`config.mk`:
```
export PLATFORM = sky130hd
export DESIGN_NAME = spi_sram_slave
export DESIGN_NICKNAME = d
export VERILOG_FILES = /design/src/rtl/spi_sram_slave.sv
export SDC_FILE = /design/constraint.sdc
export NUM_CORES = 1
export LEC_CHECK = 0
export ABC_AREA = 1
export BUFFER_PORTS_ARGS = -buffer_cell sky130_fd_sc_hd__buf_2
export CAP_MARGIN = 20
export CORE_MARGIN = 5
export CORE_UTILIZATION = 40
export DETAILED_ROUTE_END_ITERATION = 10
export GPL_TIMING_DRIVEN = 0
export PLACE_DENSITY_LB_ADDON = 0.25
export SYNTH_ARGS = -nofsm -noshare
export SYNTH_HDL_FRONTEND = slang
export SYNTH_SLANG_ARGS = --single-unit
```
`constraint.sdc`:
```
create_clock -name sck -period 2.2 [get_ports sck]
set_input_delay 0.22 -clock sck [delete_from_list [all_inputs] [get_ports sck]]
set_output_delay 0.22 -clock sck [all_outputs]
set_load 0.005 [all_outputs]
```
`src/rtl/spi_sram_slave.sv`:
```
// SPI slave front-end for the 256x8 SRAM array.
// It turns a command/address/data frame into SRAM strobes and returns read data on miso.
module spi_sram_slave #(
    parameter logic [7:0] CMD_WRITE = 8'h02,
    parameter logic [7:0] CMD_READ  = 8'h03
) (
    input  logic       sck,
    input  logic       rst_n,
    input  logic       ss,
    input  logic       mosi,
    output logic       miso,
    output logic [7:0] sram_addr,
    output logic [7:0] sram_din,
    output logic       sram_we,
    output logic       sram_re,
    output logic       sram_ss,
    input  logic [7:0] sram_dout,
    output logic       busy
);

    localparam logic [2:0] ST_IDLE   = 3'd0;
    localparam logic [2:0] ST_CMD    = 3'd1;
    localparam logic [2:0] ST_ADDR   = 3'd2;
    localparam logic [2:0] ST_WDATA  = 3'd3;
    localparam logic [2:0] ST_RDUMMY = 3'd4;
    localparam logic [2:0] ST_RDATA  = 3'd5;
    localparam logic [2:0] ST_IGNORE = 3'd6;

    logic [2:0] state_q, state_d;
    logic [2:0] bit_cnt_q, bit_cnt_d;
    logic [7:0] shift_q, shift_d;
    logic [7:0] out_sr_q, out_sr_d;
    logic [7:0] addr_cnt_q, addr_cnt_d;
    logic       rd_mode_q, rd_mode_d;
    logic       miso_q, miso_d;
    logic [7:0] sram_addr_q, sram_addr_d;
    logic [7:0] sram_din_q, sram_din_d;
    logic       sram_we_q, sram_we_d;
    logic       sram_re_q, sram_re_d;
    logic       sram_ss_q, sram_ss_d;
    logic       busy_q, busy_d;

    logic [7:0] byte_in;
    logic       byte_end;

    assign byte_in  = {shift_q[6:0], mosi};
    assign byte_end = (bit_cnt_q == 3'd7);

    always_comb begin
        state_d     = state_q;
        bit_cnt_d   = bit_cnt_q;
        shift_d     = shift_q;
        out_sr_d    = out_sr_q;
        addr_cnt_d  = addr_cnt_q;
        rd_mode_d   = rd_mode_q;
        miso_d      = miso_q;
        sram_addr_d = sram_addr_q;
        sram_din_d  = sram_din_q;
        sram_we_d   = 1'b0;
        sram_re_d   = sram_re_q;
        sram_ss_d   = sram_ss_q;
        busy_d      = busy_q;

        if (ss) begin
            // Deselect discards any partial byte; addr/din simply hold.
            state_d   = ST_IDLE;
            bit_cnt_d = 3'd0;
            shift_d   = 8'h00;
            out_sr_d  = 8'h00;
            rd_mode_d = 1'b0;
            miso_d    = 1'b0;
            sram_re_d = 1'b0;
            sram_ss_d = 1'b1;
            busy_d    = 1'b0;
        end else begin
            bit_cnt_d = bit_cnt_q + 3'd1;
            shift_d   = byte_in;
            case (state_q)
                ST_IDLE, ST_CMD: begin
                    state_d = ST_CMD;
                    if (byte_end) begin
                        if (byte_in == CMD_WRITE) begin
                            state_d   = ST_ADDR;
                            rd_mode_d = 1'b0;
                        end else if (byte_in == CMD_READ) begin
                            state_d   = ST_ADDR;
                            rd_mode_d = 1'b1;
                        end else begin
                            state_d = ST_IGNORE;
                        end
                    end
                end
                ST_ADDR: begin
                    if (byte_end) begin
                        sram_addr_d = byte_in;
                        addr_cnt_d  = byte_in;
                        sram_ss_d   = 1'b0;
                        busy_d      = 1'b1;
                        if (rd_mode_q) begin
                            sram_re_d = 1'b1;
                            state_d   = ST_RDUMMY;
                        end else begin
                            state_d = ST_WDATA;
                        end
                    end
                end
                ST_WDATA: begin
                    if (byte_end) begin
                        sram_din_d  = byte_in;
                        sram_addr_d = addr_cnt_q;
                        sram_we_d   = 1'b1;
                        addr_cnt_d  = addr_cnt_q + 8'd1;
                    end
                end
                ST_RDUMMY, ST_RDATA: begin
                    // Load the byte the SRAM is presenting and prefetch the next address.
                    if (byte_end) begin
                        out_sr_d    = sram_dout;
                        miso_d      = sram_dout[7];
                        sram_addr_d = addr_cnt_q + 8'd1;
                        addr_cnt_d  = addr_cnt_q + 8'd1;
                        state_d     = ST_RDATA;
                    end else if (state_q == ST_RDATA) begin
                        miso_d   = out_sr_q[6];
                        out_sr_d = {out_sr_q[6:0], 1'b0};
                    end
                end
                ST_IGNORE: begin
                    state_d = ST_IGNORE;
                end
                default: begin
                    state_d = ST_IDLE;
                end
            endcase
        end
    end

    always_ff @(posedge sck or negedge rst_n) begin
        if (!rst_n) begin
            state_q     <= ST_IDLE;
            bit_cnt_q   <= 3'd0;
            shift_q     <= 8'h00;
            out_sr_q    <= 8'h00;
            addr_cnt_q  <= 8'h00;
            rd_mode_q   <= 1'b0;
            miso_q      <= 1'b0;
            sram_addr_q <= 8'h00;
            sram_din_q  <= 8'h00;
            sram_we_q   <= 1'b0;
            sram_re_q   <= 1'b0;
            sram_ss_q   <= 1'b1;
            busy_q      <= 1'b0;
        end else begin
            state_q     <= state_d;
            bit_cnt_q   <= bit_cnt_d;
            shift_q     <= shift_d;
            out_sr_q    <= out_sr_d;
            addr_cnt_q  <= addr_cnt_d;
            rd_mode_q   <= rd_mode_d;
            miso_q      <= miso_d;
            sram_addr_q <= sram_addr_d;
            sram_din_q  <= sram_din_d;
            sram_we_q   <= sram_we_d;
            sram_re_q   <= sram_re_d;
            sram_ss_q   <= sram_ss_d;
            busy_q      <= busy_d;
        end
    end

    assign miso      = miso_q;
    assign sram_addr = sram_addr_q;
    assign sram_din  = sram_din_q;
    assign sram_we   = sram_we_q;
    assign sram_re   = sram_re_q;
    assign sram_ss   = sram_ss_q;
    assign busy      = busy_q;

endmodule

```
==> qor.txt, run 1 <==
Antenna diodes = 0
Period minus WS final = 1.81 ns
combined area of all synthesized cells = 2420 µm²
Total GRT Usage = 14.8%
Tightest Pin Transition = 0.588 ns
part of the total power dissipated in the clock network = 33.5%
WP data arrival = 1.99 ns
Pins Over Slew Limit = 0
number of fill cells in the layout = 619
maximum clock frequency = 552 MHz
setup repair after global routing missed its margin = no
Max Root-Sink Buffers = 2
die extent in y = 87.8 µm
Avg Cell Area, Syn = 8.12 µm²
share of total power consumed by net switching = 26.1%
DRT antenna net count = 0
Post-CTS Repair Setup Buffers = 0
Leakage = 1.39 nW
count of hold buffers inserted by post-cts repair = 1
share of Yosys cell area claimed by the top area cell type = 50.7%
number of clock buffers inserted by TritonCTS = 5
critical path endpoint category = flip-flop
largest cells by area after synthesis = sky130_fd_sc_hd__dfrtp_1 51%, sky130_fd_sc_hd__nand2_1 13%, sky130_fd_sc_hd__nor2_1 6.8%
clk_lat worst skew = 0.30 ns
standard-cell row count = 28
buffer type at the clock tree root = sky130_fd_sc_hd__clkbuf_8
cell-by-cell trace of the critical path = ha_1 -> ha_1 -> inv_2 -> nor2_8 -> inv_2 -> nor2_4 -> buf_2 -> a31oi_1
# setup viols final = 0
TNS Setup = 0 ns
Via-to-Cell Ratio = 4.84
Power Internal = 1.41 mW
worst hold-check slack = 0.158 ns
power per cell area = 678 nW/µm²
number of placed instances with taps included = 405
switching pwr = 497 µW
Port Buffers = 31
clock slew seen by the registers of the worst setup and hold paths = 0.10 ns
horizontal extent of the die = 87.8 µm
type of the worst setup path = reg -> reg
number of storage elements in the synthesis netlist = 50
fraction of final layout cells with drive strength greater than 1 = 17.4%
# IOs = 33
startpoint class of the critical path = flip-flop
cell family contributing the most delay on the critical path = buffers and inverters
first-pass GRT wire length = 9.12 mm
CTS tree = built
detailed-route via count = 2003
Reg power frac = 52.5%
Peak supply drop = 0.000384 V
share of the yosys chip area belonging to registers = 51.8%
total of max-cap violations = 0
library cells used by synthesis = 29
final weighted congestion in routability-driven placement = 0.861
HPWL after DPL = 3.80 mm
number of synthesized flops with an enable pin = 0
biggest cell delay along the critical path = 0.37 ns
average detailed-routed wire length per instance = 12.4 µm
Pre-antenna DRT Iters = 4
crit path max fanout = 10
most used standard cell by instance count after synthesis = sky130_fd_sc_hd__nand2_1
core area = 5890 µm²
number of non-filler instances in the completed layout = 414
largest net degree at the start of global routing = 28
final wirelength = 5.12 mm
power share of the combinational group = 14.0%
detailed router's first-iteration violation count = 133
Resize count post-CTS = 0
Crit path required time = 2.38 ns
Layout area overhead = 16.1%
CTS H-Tree Depth = 2
Finished Core Util = 47.7%
warnings from Yosys = 0
net count after synthesis = 313
commonest register cell after synthesis = sky130_fd_sc_hd__dfrtp_1
top cells by instance count after synthesis = 81 x sky130_fd_sc_hd__nand2_1, 49 x sky130_fd_sc_hd__dfrtp_1, 44 x sky130_fd_sc_hd__nor2_1
initial core utilization = 41.1%
cell accounting for the most synthesized area = sky130_fd_sc_hd__dfrtp_1
CTS Sinks = 50
result of the run = complete, no violations
period utilization = 82.3%
grt ovf = 0
Die ar. = 7710 µm²
max-slew headroom at the worst pin = 60.7%
initial antenna violation count = 0
fraction of registers with async set or reset after synthesis = 100%
drc violations = 0
Slowest-stage cell, CP = sky130_fd_sc_hd__dfrtp_1
Hold/Removal Path Class = in -> reg
Final nets = 353
count of mapped cells out of synthesis = 298
count of buffer and inverter cells on the critical path = 3
number of global-route vias before repair = 1977
Final Hold Vio Count = 0
worst setup skew after layout = 0.0126 ns
-- state kept, by name (all words and copies together) (netlist names) --
signal	count
shift_q	7
rd_mode_q	1
addr_cnt_q	8
miso	1
sram_ss	1
state_q	3
bit_cnt_q	3
busy	1
sram_addr	8
sram_we	1
sram_re	1
sram_din	8
out_sr_q	7
-- cell usage in the layout (no fill, tap or decap), types with 5 or more instances in the layout --
master                     instances
sky130_fd_sc_hd__a21oi_1           8
sky130_fd_sc_hd__a31oi_1          10
sky130_fd_sc_hd__inv_1            25
sky130_fd_sc_hd__nand3_1          22
sky130_fd_sc_hd__o21ai_1           7
sky130_fd_sc_hd__nor2_1           44
sky130_fd_sc_hd__buf_2            32
sky130_fd_sc_hd__clkbuf_8          5
sky130_fd_sc_hd__o21ai_0          18
sky130_fd_sc_hd__dfrtp_1          49
sky130_fd_sc_hd__nand2_1          81
-- per-layer routing --
metal	vias up	GRT usage, %	wire length, µm
li1	1034	-	-
met1	928	21.2	2560
met2	34	22.8	2280
met3	7	2.73	209
met4	0	4.32	61
met5	-	0	0
-- power groups by stage --
stage / Sequential, mW / Clock, mW / Combinational, mW
6_report: 1.00 / 0.638 / 0.266
5_1_grt: 1.01 / 0.691 / 0.308
4_1_cts: 1.00 / 0.661 / 0.269
3_5_place_dp: 1.02 / 0 / 0.268
3_3_place_gp: 1.02 / 0 / 0.258
2_1_floorplan: 1.02 / 0 / 0.176
-- final cells by class --
class / instances / area, µm² / area share (%)
Tap cell: 75 / 93.8 / 3.34
Clock buffer: 6 / 72.6 / 2.58
Buffer: 9 / 76.3 / 2.72
Sequential cell: 50 / 1250 / 44.6
Timing Repair Buffer: 33 / 185 / 6.59
Clock inverter: 2 / 37.5 / 1.34
Multi-Input combinational cell: 208 / 975 / 34.7
Inverter: 31 / 116 / 4.14
-- logic make-up (layout without fill, tap and decap cells) --
| group | Yosys count | after routing | synth area share [%] |
|---|---|---|---|
| AND/OR/NAND/NOR | 156 | 156 | 27.3 |
| flip-flops | 50 | 50 | 51.8 |
| AO/OA/AOI/OAI | 47 | 47 | 10.7 |
| buffers and inverters | 40 | 81 | 7.96 |
| adder cells (fa/ha/maj) | 3 | 3 | 1.55 |
| XOR/XNOR | 2 | 2 | 0.724 |
-- tightest hold or removal path: stages --
cell,delay [ns]
sky130_fd_sc_hd__buf_2,0.07
sky130_fd_sc_hd__nand3_1,0.06
sky130_fd_sc_hd__o21ai_0,0.07
-- through the flow --
| step | cell area [µm²] | power, mW | worst slack (ns) |
|---|---|---|---|
| 6_report | 2810 | 1.91 | 0.389 |
| 5_1_grt | 2810 | 2.01 | 0.251 |
| 4_1_cts | 2810 | 1.93 | 0.365 |
| 3_5_place_dp | 2690 | 1.29 | 0.389 |
| 3_3_place_gp | 2670 | 1.28 | 0.408 |
| 2_1_floorplan | 2420 | 1.19 | 0.672 |
-- final timing paths --
check                      slack [ns]            end          from  cells after the start
max in group asynchronous        1.21     shift_q[1]         rst_n                      3
max                              0.39  addr_cnt_q[0]  bit_cnt_q[0]                      8
max reg2reg                      0.39  addr_cnt_q[0]  bit_cnt_q[0]                      8
min reg2reg                      0.44   bit_cnt_q[0]  bit_cnt_q[0]                      1
min in group asynchronous        0.45      rd_mode_q         rst_n                      2
min                              0.16    out_sr_q[0]  sram_dout[0]                      3
(Power assumes the default switching activity.)
==> run 2, diff against run 1 <==
--- a/config.mk
+++ b/config.mk
@@ -5,7 +5,7 @@
 export SDC_FILE = /design/constraint.sdc
 export NUM_CORES = 1
 export LEC_CHECK = 0
-export ABC_AREA = 1
+export ABC_AREA = 0
 export BUFFER_PORTS_ARGS = -buffer_cell sky130_fd_sc_hd__buf_2
 export CAP_MARGIN = 20
 export CORE_MARGIN = 5
==> constraint.sdc (replaced) <==
create_clock -name sck -period 1.7 [get_ports sck]
set_input_delay 0.17 -clock sck [delete_from_list [all_inputs] [get_ports sck]]
set_output_delay 0.17 -clock sck [all_outputs]
set_load 0.005 [all_outputs]
==> run 2 against run 1 <==
Net effect: non-clock buffer count is 12 higher; via count is 4.1% lower; synthesized cell count is 22% lower; register-to-register slack worse by 0.32 ns; wire length is 6.5% higher; critical path type unchanged.
==> qor.txt, run 2 <==
maximum clock frequency = 615 MHz
result of the run = complete, no violations
most used standard cell by instance count after synthesis = sky130_fd_sc_hd__dfrtp_1
# IOs = 33
die extent in y = 88.6 µm
worst hold-check slack = 0.139 ns
largest net degree at the start of global routing = 39
Avg Cell Area, Syn = 10.7 µm²
Total GRT Usage = 15.1%
Power Internal = 1.69 mW
CTS H-Tree Depth = 2
Final Hold Vio Count = 0
power share of the combinational group = 5.2%
share of total power consumed by net switching = 22.9%
part of the total power dissipated in the clock network = 39.5%
switching pwr = 503 µW
Pins Over Slew Limit = 0
largest cells by area after synthesis = sky130_fd_sc_hd__dfrtp_1 50%, sky130_fd_sc_hd__mux2_2 3.6%, sky130_fd_sc_hd__mux2i_1 3.2%
commonest register cell after synthesis = sky130_fd_sc_hd__dfrtp_1
crit path max fanout = 7
max-slew headroom at the worst pin = 67.3%
setup repair after global routing missed its margin = yes
Tightest Pin Transition = 0.490 ns
Crit path required time = 1.88 ns
Die ar. = 7850 µm²
type of the worst setup path = reg -> reg
core area = 5960 µm²
most used cells in the layout excluding fill and tap cells = 48 x sky130_fd_sc_hd__dfrtp_1, 38 x sky130_fd_sc_hd__buf_2, 19 x sky130_fd_sc_hd__nand2_1, 18 x sky130_fd_sc_hd__nor2_1
final wirelength = 5.45 mm
Pre-antenna DRT Iters = 4
CTS Sinks = 50
Final nets = 293
number of clock buffers inserted by TritonCTS = 5
buffer type at the clock tree root = sky130_fd_sc_hd__clkbuf_8
Finished Core Util = 49.5%
Hold/Removal Path Class = in -> reg
Leakage = 1.38 nW
clk_lat worst skew = 0.32 ns
share of Yosys cell area claimed by the top area cell type = 49.6%
number of fill cells in the layout = 577
share of the yosys chip area belonging to registers = 50.7%
Reg power frac = 55.3%
clock slew seen by the registers of the worst setup and hold paths = 0.10 ns
period utilization = 95.7%
Max Root-Sink Buffers = 2
CTS tree = built
Layout area overhead = 19.1%
HPWL after DPL = 3.77 mm
number of storage elements in the synthesis netlist = 50
DRT antenna net count = 0
average detailed-routed wire length per instance = 15.4 µm
final weighted congestion in routability-driven placement = 0.810
power per cell area = 744 nW/µm²
total of max-cap violations = 0
leading cell type in the layout, fill and taps excluded = sky130_fd_sc_hd__dfrtp_1
warnings from Yosys = 0
Via-to-Cell Ratio = 5.42
first-pass GRT wire length = 9.16 mm
standard-cell row count = 28
combined area of all synthesized cells = 2470 µm²
horizontal extent of the die = 88.6 µm
count of mapped cells out of synthesis = 232
number of global-route vias before repair = 1881
top cells by instance count after synthesis = 49 x sky130_fd_sc_hd__dfrtp_1, 19 x sky130_fd_sc_hd__nand2_1, 18 x sky130_fd_sc_hd__nor2_1
Antenna diodes = 0
Period minus WS final = 1.63 ns
fraction of registers with async set or reset after synthesis = 100%
detailed-route via count = 1920
fraction of final layout cells with drive strength greater than 1 = 28.7%
detailed router's first-iteration violation count = 185
critical path endpoint category = flip-flop
grt ovf = 0
net count after synthesis = 247
drc violations = 0
library cells used by synthesis = 52
cell accounting for the most synthesized area = sky130_fd_sc_hd__dfrtp_1
# setup viols final = 0
startpoint class of the critical path = flip-flop
initial antenna violation count = 0
Peak supply drop = 0.000409 V
number of synthesized flops with an enable pin = 0
initial core utilization = 41.5%
worst setup skew after layout = 0.0125 ns
WP data arrival = 1.81 ns
Port Buffers = 31
[run 2: changes by cell type in the layout (fill, tap and decap cells not counted), moves of 4 or more]
cell                       previous run  this run
sky130_fd_sc_hd__buf_2               32        38
sky130_fd_sc_hd__inv_1               25         3
sky130_fd_sc_hd__inv_2                4         0
sky130_fd_sc_hd__mux2_2               0         8
sky130_fd_sc_hd__mux2i_1              0         8
sky130_fd_sc_hd__nand2_1             81        19
sky130_fd_sc_hd__nand2b_1             0         4
sky130_fd_sc_hd__nand3_1             22         8
sky130_fd_sc_hd__nor2_1              44        18
sky130_fd_sc_hd__nor2b_1              0         9
sky130_fd_sc_hd__o21ai_0             18         9
sky130_fd_sc_hd__o31ai_1              1         8
[run 2: cell families (layout without fill, tap and decap cells)]
group,after synthesis,after routing,synth area share [%]
flops,50,50,50.7
fa+ha+maj,3,3,1.52
mux,16,16,6.88
simple gates,77,77,16.6
buf+inv,18,65,4.71
compound gates,68,68,19.6
[run 2: final cells by class]
| cell class | count | area [µm²] | area share [%] |
|---|---|---|---|
| clock inverter | 3 | 43.8 | 1.49 |
| clock buffer | 5 | 68.8 | 2.34 |
| inverter | 3 | 11.3 | 0.382 |
| multi-input combinational | 164 | 1140 | 38.6 |
| buffer | 15 | 109 | 3.70 |
| sequential | 50 | 1250 | 42.6 |
| timing repair buffer | 39 | 228 | 7.73 |
| tap | 75 | 93.8 | 3.19 |
[run 2: worst paths after layout]
kind	start	endpoint	slack (ns)	cells past startpoint
min reg2reg	bit_cnt_q[0]	bit_cnt_q[0]	0.43	1
min	ss	shift_q[3]	0.14	2
max reg2reg	bit_cnt_q[0]	miso	0.07	6
min in group asynchronous	rst_n	addr_cnt_q[7]	0.27	2
max in group asynchronous	rst_n	sram_ss	0.86	3
max	bit_cnt_q[0]	miso	0.07	6
[run 2: per-layer routing]
metal,track usage (%),vias up,share of wire [%]
met1,20.2,922,47
li1,-,939,-
met5,0,-,0
met2,23.5,48,46
met4,7.97,0,2.8
met3,2.42,11,4.6
[run 2: power by group through the flow]
stage,clock [mW],sequential [mW],combinational (mW)
finish,0.866,1.21,0.113
global route,0.930,1.22,0.129
CTS,0.885,1.21,0.112
detailed placement,0,1.23,0.106
global placement,0,1.23,0.0993
floorplan,0,1.23,0.0502
[run 2: repair_timing]
| action | 4_1_cts | 5_1_grt |
|---|---|---|
| resized for setup | 3 | 6 |
| endpoints found under the setup margin | 21 | 31 |
| setup buffers | 4 | 0 |
| endpoints found under the hold margin | 12 | 0 |
| pin swaps | 1 | 2 |
| cloned | 1 | 1 |
| hold buffers | 1 | 0 |
[run 2: through the flow]
stage / setup TNS [ns] / std cells / worst slack [ns] / power (mW) / area [µm²]
floorplan: 0 / 232 / 0.0596 / 1.28 / 2470
global placement: -0.795 / 338 / -0.109 / 1.33 / 2720
detailed placement: -0.700 / 339 / -0.0971 / 1.34 / 2740
CTS: -0.00498 / 353 / -0.00498 / 2.21 / 2910
global route: -0.00168 / 354 / -0.00168 / 2.27 / 2950
finish: 0 / 354 / 0.0731 / 2.19 / 2950
[run 2: worst max-delay path, stage by stage, from the launching register on]
cell and delay [ns]:
sky130_fd_sc_hd__dfrtp_1 0.39, sky130_fd_sc_hd__ha_1 0.23, sky130_fd_sc_hd__ha_4 0.19, sky130_fd_sc_hd__or2_4 0.25, sky130_fd_sc_hd__a21oi_4 0.20, sky130_fd_sc_hd__buf_4 0.17, sky130_fd_sc_hd__o31ai_1 0.07
